File: src/rtl/zx_vram_pkg.sv
// Shared types for the screen-page VRAM arbiter: requester tags carried
// alongside each RAM access so the returning data can be routed.
package zx_vram_pkg;

    localparam int VRAM_AW = 15;
    localparam int VRAM_DW = 8;

    typedef enum logic [1:0] {
        OWN_NONE,
        OWN_VID,
        OWN_CPU,
        OWN_LDR
    } owner_e;

    typedef struct packed {
        owner_e owner;
        logic   we;
    } ret_tag_t;

    // A tag completes as a read when it belongs to `who` and is not a write.
    function automatic logic tag_is_read(input ret_tag_t t, input owner_e who);
        return (t.owner == who) && !t.we;
    endfunction

    function automatic logic tag_is_write(input ret_tag_t t, input owner_e who);
        return (t.owner == who) && t.we;
    endfunction

endpackage

File: src/rtl/vram_arb_retpipe.sv
// Return path of the VRAM arbiter: tracks who owns each access in flight and
// steers RAM read data and completion pulses to exactly one requester.
module vram_arb_retpipe
    import zx_vram_pkg::*;
#(
    parameter int DW = VRAM_DW
) (
    input  logic          i_clk,
    input  logic          i_rst,
    input  ret_tag_t      i_tag,
    input  logic [DW-1:0] i_mem_dout,
    output logic [DW-1:0] o_vid_dout,
    output logic          o_vid_valid,
    output logic [DW-1:0] o_cpu_dout,
    output logic          o_cpu_ack,
    output logic [DW-1:0] o_ldr_dout,
    output logic          o_ldr_ack
);

    // r_s1 lines up with the access on mem_*, r_s2 with its data on i_mem_dout.
    ret_tag_t r_s1;
    ret_tag_t r_s2;

    logic w_rd_vid;
    logic w_rd_cpu;
    logic w_rd_ldr;
    logic w_wr_cpu;
    logic w_wr_ldr;

    assign w_rd_vid = (r_s2.owner == OWN_VID);
    assign w_rd_cpu = tag_is_read(r_s2, OWN_CPU);
    assign w_rd_ldr = tag_is_read(r_s2, OWN_LDR);
    // Writes complete one stage earlier: nothing comes back from the RAM.
    assign w_wr_cpu = tag_is_write(r_s1, OWN_CPU);
    assign w_wr_ldr = tag_is_write(r_s1, OWN_LDR);

    always_ff @(posedge i_clk or posedge i_rst) begin
        if (i_rst) begin
            r_s1        <= '{owner: OWN_NONE, we: 1'b0};
            r_s2        <= '{owner: OWN_NONE, we: 1'b0};
            o_vid_dout  <= '0;
            o_vid_valid <= 1'b0;
            o_cpu_dout  <= '0;
            o_cpu_ack   <= 1'b0;
            o_ldr_dout  <= '0;
            o_ldr_ack   <= 1'b0;
        end else begin
            r_s1        <= i_tag;
            r_s2        <= r_s1;
            o_vid_valid <= w_rd_vid;
            o_cpu_ack   <= w_rd_cpu | w_wr_cpu;
            o_ldr_ack   <= w_rd_ldr | w_wr_ldr;
            if (w_rd_vid) begin
                o_vid_dout <= i_mem_dout;
            end
            if (w_rd_cpu) begin
                o_cpu_dout <= i_mem_dout;
            end
            if (w_rd_ldr) begin
                o_ldr_dout <= i_mem_dout;
            end
        end
    end

endmodule

File: src/rtl/vram_arbiter.sv
// Single-port VRAM arbiter: video > CPU > loader, with a starvation guard
// that lets a long-waiting loader overtake the CPU (never the video fetch).
module vram_arbiter
    import zx_vram_pkg::*;
#(
    parameter int AW           = VRAM_AW,
    parameter int DW           = VRAM_DW,
    parameter int LDR_MAX_WAIT = 16
) (
    input  logic          clk_sys,
    input  logic          reset,
    input  logic          vid_req,
    input  logic [AW-1:0] vid_addr,
    output logic [DW-1:0] vid_dout,
    output logic          vid_valid,
    input  logic          cpu_req,
    input  logic          cpu_we,
    input  logic [AW-1:0] cpu_addr,
    input  logic [DW-1:0] cpu_din,
    output logic [DW-1:0] cpu_dout,
    output logic          cpu_ack,
    input  logic          ldr_req,
    input  logic          ldr_we,
    input  logic [AW-1:0] ldr_addr,
    input  logic [DW-1:0] ldr_din,
    output logic [DW-1:0] ldr_dout,
    output logic          ldr_ack,
    output logic [AW-1:0] mem_addr,
    output logic          mem_we,
    output logic [DW-1:0] mem_din,
    input  logic [DW-1:0] mem_dout
);

    localparam int            CW       = $clog2(LDR_MAX_WAIT + 1);
    localparam logic [CW-1:0] WAIT_MAX = CW'(LDR_MAX_WAIT);

    logic [AW-1:0] r_mem_addr;
    logic          r_mem_we;
    logic [DW-1:0] r_mem_din;
    logic          r_cpu_busy;
    logic          r_ldr_busy;
    logic [CW-1:0] r_ldr_wait;

    logic          w_cpu_elig;
    logic          w_ldr_elig;
    logic          w_ldr_starved;
    owner_e        w_grant;
    logic [AW-1:0] w_nxt_addr;
    logic          w_nxt_we;
    logic [DW-1:0] w_nxt_din;
    ret_tag_t      w_tag;

    // One outstanding transaction per requester: busy from grant until its ack.
    assign w_cpu_elig    = cpu_req & ~r_cpu_busy;
    assign w_ldr_elig    = ldr_req & ~r_ldr_busy;
    assign w_ldr_starved = (r_ldr_wait == WAIT_MAX);

    always_comb begin
        w_grant = OWN_NONE;
        if (vid_req) begin
            w_grant = OWN_VID;
        end else if (w_ldr_elig && w_ldr_starved) begin
            w_grant = OWN_LDR;
        end else if (w_cpu_elig) begin
            w_grant = OWN_CPU;
        end else if (w_ldr_elig) begin
            w_grant = OWN_LDR;
        end
    end

    always_comb begin
        w_nxt_addr = r_mem_addr;
        w_nxt_we   = 1'b0;
        w_nxt_din  = r_mem_din;
        case (w_grant)
            OWN_VID: begin
                w_nxt_addr = vid_addr;
            end
            OWN_CPU: begin
                w_nxt_addr = cpu_addr;
                w_nxt_we   = cpu_we;
                if (cpu_we) begin
                    w_nxt_din = cpu_din;
                end
            end
            OWN_LDR: begin
                w_nxt_addr = ldr_addr;
                w_nxt_we   = ldr_we;
                if (ldr_we) begin
                    w_nxt_din = ldr_din;
                end
            end
            default: begin
            end
        endcase
    end

    assign w_tag = '{owner: w_grant, we: w_nxt_we};

    always_ff @(posedge clk_sys or posedge reset) begin
        if (reset) begin
            r_mem_addr <= '0;
            r_mem_we   <= 1'b0;
            r_mem_din  <= '0;
        end else begin
            r_mem_addr <= w_nxt_addr;
            r_mem_we   <= w_nxt_we;
            r_mem_din  <= w_nxt_din;
        end
    end

    always_ff @(posedge clk_sys or posedge reset) begin
        if (reset) begin
            r_cpu_busy <= 1'b0;
            r_ldr_busy <= 1'b0;
        end else begin
            if (w_grant == OWN_CPU) begin
                r_cpu_busy <= 1'b1;
            end else if (cpu_ack) begin
                r_cpu_busy <= 1'b0;
            end
            if (w_grant == OWN_LDR) begin
                r_ldr_busy <= 1'b1;
            end else if (ldr_ack) begin
                r_ldr_busy <= 1'b0;
            end
        end
    end

    // Counts denied cycles (video wins included); holds while the loader is busy.
    always_ff @(posedge clk_sys or posedge reset) begin
        if (reset) begin
            r_ldr_wait <= '0;
        end else if (!ldr_req || (w_grant == OWN_LDR)) begin
            r_ldr_wait <= '0;
        end else if (w_ldr_elig && !w_ldr_starved) begin
            r_ldr_wait <= r_ldr_wait + CW'(1);
        end
    end

    assign mem_addr = r_mem_addr;
    assign mem_we   = r_mem_we;
    assign mem_din  = r_mem_din;

    vram_arb_retpipe #(
        .DW(DW)
    ) u_retpipe (
        .i_clk       (clk_sys),
        .i_rst       (reset),
        .i_tag       (w_tag),
        .i_mem_dout  (mem_dout),
        .o_vid_dout  (vid_dout),
        .o_vid_valid (vid_valid),
        .o_cpu_dout  (cpu_dout),
        .o_cpu_ack   (cpu_ack),
        .o_ldr_dout  (ldr_dout),
        .o_ldr_ack   (ldr_ack)
    );

endmodule

File: config.mk
export PLATFORM = sky130hd
export DESIGN_NAME = vram_arbiter
export DESIGN_NICKNAME = d
export VERILOG_FILES = /design/src/rtl/zx_vram_pkg.sv /design/src/rtl/vram_arb_retpipe.sv /design/src/rtl/vram_arbiter.sv
export SDC_FILE = /design/constraint.sdc
export NUM_CORES = 1
export LEC_CHECK = 0
export ABC_AREA = 1
export CAP_MARGIN = 10
export CORE_ASPECT_RATIO = 1.1
export CORE_UTILIZATION = 38
export DETAILED_ROUTE_END_ITERATION = 12
export PLACE_DENSITY = 0.72
export SLEW_MARGIN = 20
export SYNTH_ARGS = -nofsm -noshare
export SYNTH_HDL_FRONTEND = slang
export SYNTH_SLANG_ARGS = --single-unit
File: constraint.sdc
create_clock -name clk_sys -period 2.51 [get_ports clk_sys]
set_clock_uncertainty 0.1 [all_clocks]
set_input_delay 0.6275 -clock clk_sys [delete_from_list [all_inputs] [get_ports clk_sys]]
set_output_delay 0.6275 -clock clk_sys [all_outputs]
set_load 0.005 [all_outputs]
==> results of run 1 <==
-- placed cells by master (no fill, tap or decap), drive strengths merged, types with 3 or more instances in the layout --
cell type / count
buf: 8
clkbuf: 10
clkdlybuf4s50: 126
dfrtp: 63
inv: 40
nand2: 87
nand3: 45
nand4: 25
nor2: 4
nor3b: 3
o21ai: 43
or3: 15
-- final cells by class --
| cell class | instances | area, um2 | share of cell area |
|---|---|---|---|
| flip-flops and latches | 63 | 1580 | 0.343 |
| repair buffers | 134 | 1320 | 0.287 |
| multi-input cells | 229 | 1200 | 0.262 |
| inverters | 40 | 153 | 0.0332 |
| well taps | 105 | 131 | 0.0286 |
| clock buffers | 10 | 128 | 0.0277 |
| clock inverters | 6 | 85.1 | 0.0185 |
-- worst min path at each step --
stage,start,end,slack [ns],cells after the start
3_3_place_gp,u_retpipe.r_s1[1],u_retpipe.r_s2[1],0.28,0
6_report,u_retpipe.r_s1[1],u_retpipe.r_s2[1],0.30,0
2_1_floorplan,u_retpipe.r_s1[1],u_retpipe.r_s2[1],0.27,0
4_1_cts,u_retpipe.r_s1[1],u_retpipe.r_s2[1],0.30,0
3_5_place_dp,u_retpipe.r_s1[1],u_retpipe.r_s2[1],0.29,0
5_1_grt,u_retpipe.r_s1[1],u_retpipe.r_s2[1],0.31,0
-- sequential cells by signal (all words and copies together) (netlist names) --
| signal | count |
|---|---|
| mem_addr | 15 |
| mem_din | 8 |
| r_cpu_busy | 1 |
| r_ldr_busy | 1 |
| r_ldr_wait | 5 |
| u_retpipe.o_cpu_ack | 1 |
| u_retpipe.o_cpu_dout | 8 |
| u_retpipe.o_ldr_ack | 1 |
| u_retpipe.o_ldr_dout | 8 |
| u_retpipe.o_vid_dout | 8 |
| u_retpipe.o_vid_valid | 1 |
| u_retpipe.r_s1 | 3 |
| u_retpipe.r_s2 | 3 |
-- per-stage QoR --
stage	util	hold slack [ns]	setup slack, ns	instances	power (uW)
2_1_floorplan	-	0.269	0.213	348	1170
3_3_place_gp	0.581	0.280	0.282	571	1390
3_5_place_dp	0.581	0.288	0.235	571	1400
4_1_cts	0.609	0.300	0.471	587	2330
5_1_grt	0.609	0.307	0.437	587	2420
6_report	0.609	0.297	0.495	587	2320
-- cell families (layout without fill, tap and decap cells) --
logic type | Yosys count | in the layout
AND/OR/NAND/NOR | 181 | 181
flip-flops | 63 | 63
buffers and inverters | 56 | 190
AO/OA/AOI/OAI | 45 | 45
adder cells (fa/ha/maj) | 2 | 2
XOR/XNOR | 1 | 1
-- power groups by stage --
stage	combinational (uW)	sequential (uW)	clock [uW]
final	304	1070	945
after global routing	334	1070	1010
after CTS	308	1070	955
after detailed placement	307	1090	0
after global placement	303	1090	0
after floorplan	84.7	1090	0
-- per-layer routing --
metal / up-vias / wire (um) / share of wire / GRT usage
met2: 112 / 4180 / 0.51 / 0.362
met3: 14 / 544 / 0.066 / 0.0615
met5: - / 0 / 0 / 0
li1: 1423 / - / - / -
met1: 1321 / 3370 / 0.41 / 0.254
met4: 0 / 120 / 0.015 / 0.0653
==> results.md, run 1 <==
- Final GP Congestion: 0.829
- Buffers on Ports: roughly 130
- Mux share of post-synthesis cell area: 0
- Commonest cells post-synth: 79 x nand2_1, 63 x dfrtp_1, 43 x nand3_1, 43 x o21ai_0, 34 x inv_1
- Fin Setup TNS: 0 ns
- Number of global-route vias before repair: between 2,000 and 3,000
- DP HPWL: 6240 um
- Clock latency on the worst-skew pair: 0.33 ns
- Die height: 95.5 um
- Int Power: 1800 uW
- Psw: 522 uW
- Fill count: 674
- Initial Utilization: 0.399
- Vias per cell: 4.89
- CP Launch Type: flip-flop
- Ranking of synthesized cells by area: dfrtp_1 52%, nand2_1 9.8%, nand3_1 7.1%, o21ai_0 7.1%, nand4_1 5.0%
- First-pass GRT wire length: 13,300 um
- Post-synthesis compound-gate area fraction: 0.0750
- Layout cell share with drive strength beyond 1: 0.0913
- Worst slew pin tran: 0.600 ns
- Crit share post-route: 0.803
- Register area share after synthesis: 0.522
- Reg2Reg Setup Slack: 0.69 ns
- Synth Flop Type: dfrtp_1
- Routed WL: approximately 8000 um
- Biggest area consumer among synthesized cells: dfrtp_1
- Post-route minimum period: approximately 2.0 ns
- Fin nets: about 560
- Clock Sinks: 63
- Post-route cell area: between 4000 and 5000 um2
- Count leader, synth: nand2_1
- Post-synth EDFFs: 0
- Xor and xnor area share after synthesis: 0.00290
- Largest family of logic cells by synthesized area: simple AND/OR/NAND/NOR gates
- Wirelength per Cell: 14.0 um
- Yosys warnings: 0
- Placed inst area: 4390 um2
- Hold Crit Class: reg2reg
- Simple-Gate Fraction of Synth Area: 0.313
- Grt total ovfl: 0
- Synthesized cell area: 3020 um2
- Root Driver: clkbuf_8
- Drt initial violations: 81
- Crit path cell chain: clkdlybuf4s50_1
- Switch share: 0.225
- CP arrival: 1.29 ns
- Pins over their slew limit: 0
- Post-Syn Nets: 426
- I/O pin total: ~130
- Share of the synthesized area in the top cell type: 0.522
- Setup crit end kind: output pin
- # setup viols final: 0
- RSZ-0062 raised after global routing: no
- Clk slew on worst S/H paths: about 0.07 ns
- Total CTS buffers: 9
- Req. time, crit path: 1.78 ns
- GR Util All Layers: 0.210
- Register bit count reported by yosys: 63
- Critical R2R Launch: r_ldr_wait[0]
- Cells after Synth: 348
- Clock power frac: 0.407
- Row cnt: 33
- Max Cap Viol: 0
- CP Depth: 1
- Post-synth ARST share: 1.00
- Layout area overhead: 52.4%
- # DRC: 0
- Drt pass-1 iters: 4
- Adder-Cell Fraction of Synth Area: 0.00829
- Ant. Diodes: 0
- Reg-to-reg endpoint: mem_din[3]
- Critical Path Fanout Max: 4
- Clock Path Buffers: 2
- Gate power share: 0.131
- Worst path buffer plus inverter count: 1
- Status: finished, final reports clean
- CP endpoint: mem_we
- Crit path launch: u_retpipe.r_s1[0]
- Crit path kind: reg2out
- Hold Vio Cnt, Final: 0
- CP max stage delay: 0.54 ns
- Antenna viol nets, final: 0
- Avg Cell Area, Syn: 8.67 um2
- Rel. slew slack: 0.599
- Power Density: 505 nW/um2
- Routed via count: 2,870
- R2r worst-path depth: 11
- Core Region: 7560 um2
- Slowest-stage cell, CP: clkdlybuf4s50_1
- DIE WIDTH: 87.0 um
- Post-CTS Hold Buffers: 0
- Peak Freq: 496 MHz
- CTS tree: done
- Flop pwr share: 0.462
- Antenna violations before repair: 0
- Pin count of the biggest net entering global routing: 34
- VDD IR max: 0.229 mV
- Number of gates resized after CTS: 0
- Yosys cell types: 24
- Leakage: 0.00209 uW
- CP top delay family: buffers and inverters
- H-tree levels: 3
- Postcts setup bufs: 0
- Die area: slightly above 8000 um2
No activity file was read; power rests on OpenSTA's default activity.
==> run 2: changes to the inputs <==
clock period = 2 ns   (was 2.51 ns; I/O delays follow)
==> run 2 against run 1 <==
Critical path depth did not move; sequential share of layout area fell by 1.3 points; hold slack improved by 0.0023 ns; via count rose by 2.0%; clock power rose by 42%; count of clock-buffer cells in the layout fell by 1; die area did not move; sequential power rose by 25%; global-route usage fell by 0.96 points; first-iteration DRC count rose by 30%; power rose by 32%; non-clock buffer count rose by 12.
==> results.md, run 2 (synthesis gave the netlist of run 1 again) <==
- Status: finished, final reports clean
- VDD IR max: between 0.3 and 0.4 mV
- Gate power share: 0.126
- Post-route setup slack: 0.109 ns
- Final Util: 0.632
- Clock Sinks: 63
- Critical Path Fanout Max: 4
- Worst slew pin tran: 0.585 ns
- Routed via count: ~2,900
- DP HPWL: between 6000 and 7000 um
- Hold Crit Class: reg2reg
- Wirelength per Cell: 13.2 um
- CP Launch Type: flip-flop
- Die area: 8300 um2
- Setup crit end kind: output pin
- Fill count: 650
- Rel. slew slack: 0.609
- Clock Path Buffers: 2
- Layout area overhead: 58.3%
- Placed cell count: 583
- Antenna viol nets, final: 0
- Ant. Diodes: 0
- Worst slack, placed: -0.00167 ns
- H-tree levels: 3
- RSZ-0062 raised after global routing: no
- Leakage: 0.00218 uW
- Fin cells: 599
- Fin nets: 567
- Row cnt: 33
- Reg-to-reg endpoint: mem_addr[13]
- Hold Vio Cnt, Final: 0
- Crit share post-route: 0.945
- Number of gates resized after CTS: 0
- Drt initial violations: about 110
- CP top delay family: buffers and inverters
- Postcts setup bufs: 0
- Core Region: around 7600 um2
- Int Power: 2400 uW
- Max Cap Viol: 0
- Power Density: 642 nW/um2
- I/O pin total: between 100 and 150
- Critical R2R Launch: r_ldr_wait[0]
- DIE WIDTH: 87.0 um
- Die height: ~95 um
- Root Driver: clkbuf_8
- Number of global-route vias before repair: 2,758
- Post-route cell area: 4780 um2
- CTS tree: done
- Drt pass-1 iters: 5
- Reg2Reg Setup Slack: 0.27 ns
- First-pass GRT wire length: 12,800 um
- Layout cell share with drive strength beyond 1: 0.115
- Buffers on Ports: 126
- Area of the multi-input gates: 1200 um2
- CP max stage delay: 0.54 ns
- Pin count of the biggest net entering global routing: between 60 and 70
- Pins over their slew limit: 0
- Clk slew on worst S/H paths: 0.07 ns
- Commonest non-fill, non-tap cell in the layout: clkdlybuf4s50_1
- Total CTS buffers: 9
- Grt total ovfl: 0
- CP endpoint: mem_we
- R2r worst-path depth: 12
- Crit path cell chain: clkdlybuf4s50_1
- Final GP Congestion: 0.857
- Slowest-stage cell, CP: clkdlybuf4s50_1
- Crit path kind: reg2out
- CP arrival: approximately 1.3 ns
- Most frequent cells in the layout: 126 x clkdlybuf4s50_1, 79 x nand2_1, 63 x dfrtp_1, 43 x nand3_1, 43 x o21ai_0
- Initial Utilization: 0.399
- Psw: 669 uW
- Routed WL: roughly 8000 um
- Post-route minimum period: 1.89 ns
- Fin Setup TNS: 0 ns
- Reg area: 1580 um2
- Vias per cell: 4.89
- Flop pwr share: 0.438
- Worst path buffer plus inverter count: 1
- Antenna violations before repair: 0
- Switch share: 0.218
- Clock latency on the worst-skew pair: around 0.33 ns
- Req. time, crit path: about 1.4 ns
- GR Util All Layers: 0.201
- Crit path launch: u_retpipe.r_s1[0]
- Peak Freq: about 530 MHz
- # setup viols final: 0
- Clock power frac: 0.436
- # DRC: 0
- Post-CTS Hold Buffers: 0
- Placed inst area: 4530 um2
- Number of flip-flops in the largest register: 15
- CP Depth: 1
==> run 2: changes by cell type in the layout (fill, tap and decap cells not counted) <==
cell        previous run  this run
clkinvlp_4             2         1
inv_2                  6         5
clkbuf_1               1         0
clkinv_2               2         1
bufinv_16              2         3
buf_12                 0         4
clkinv_4               0         3
buf_4                  8        16
==> run 2: worst register-to-register path: cells and delay by family (launching register included) <==
family                     cells  cell delay [ns]
and+or+nand+nor                7             0.62
DFF                            1             0.43
buffers and inverters          4             0.36
adders and majority gates      1             0.14
==> run 2: how the worst min path moves through the flow <==
stage / from / end / cells past startpoint / slack (ns)
2_1_floorplan: u_retpipe.r_s1[1] / u_retpipe.r_s2[1] / 0 / 0.27
3_3_place_gp: u_retpipe.r_s1[1] / u_retpipe.r_s2[1] / 0 / 0.28
3_5_place_dp: u_retpipe.r_s1[2] / u_retpipe.r_s2[2] / 0 / 0.29
4_1_cts: u_retpipe.r_s1[1] / u_retpipe.r_s2[1] / 0 / 0.30
5_1_grt: u_retpipe.r_s1[1] / u_retpipe.r_s2[1] / 0 / 0.31
6_report: u_retpipe.r_s1[1] / u_retpipe.r_s2[1] / 0 / 0.30
==> run 2: power by group through the flow <==
stage | registers, uW | clock network, uW | logic [uW]
after global routing | 1350 | 1410 | 422
after global placement | 1370 | 0 | 385
after CTS | 1340 | 1370 | 390
final | 1340 | 1340 | 385
after floorplan | 1370 | 0 | 107
after detailed placement | 1370 | 0 | 389
==> run 2: stage by stage <==
stage	hold slack, ns	power [uW]
floorplan	0.269	1470
global placement	0.278	1750
detailed placement	0.288	1750
CTS	0.305	3100
global route	0.312	3180
finish	0.299	3070
==> run 2: area by class of cell <==
cell class              count  area share
flip-flops and latches     63       0.330
repair buffers            146       0.306
well taps                 105      0.0275
clock buffers               9      0.0259
multi-input cells         229       0.252
clock inverters             7      0.0254
inverters                  40      0.0327
==> run 2: layer usage <==
layer  GRT usage  vias to the layer above  routed length (um)
li1            -                     1447                   -
met1       0.241                     1335                3360
met2       0.343                      132                3830
met3      0.0468                       14                 569
met4      0.0903                        0                 137
met5           0                        -                   0
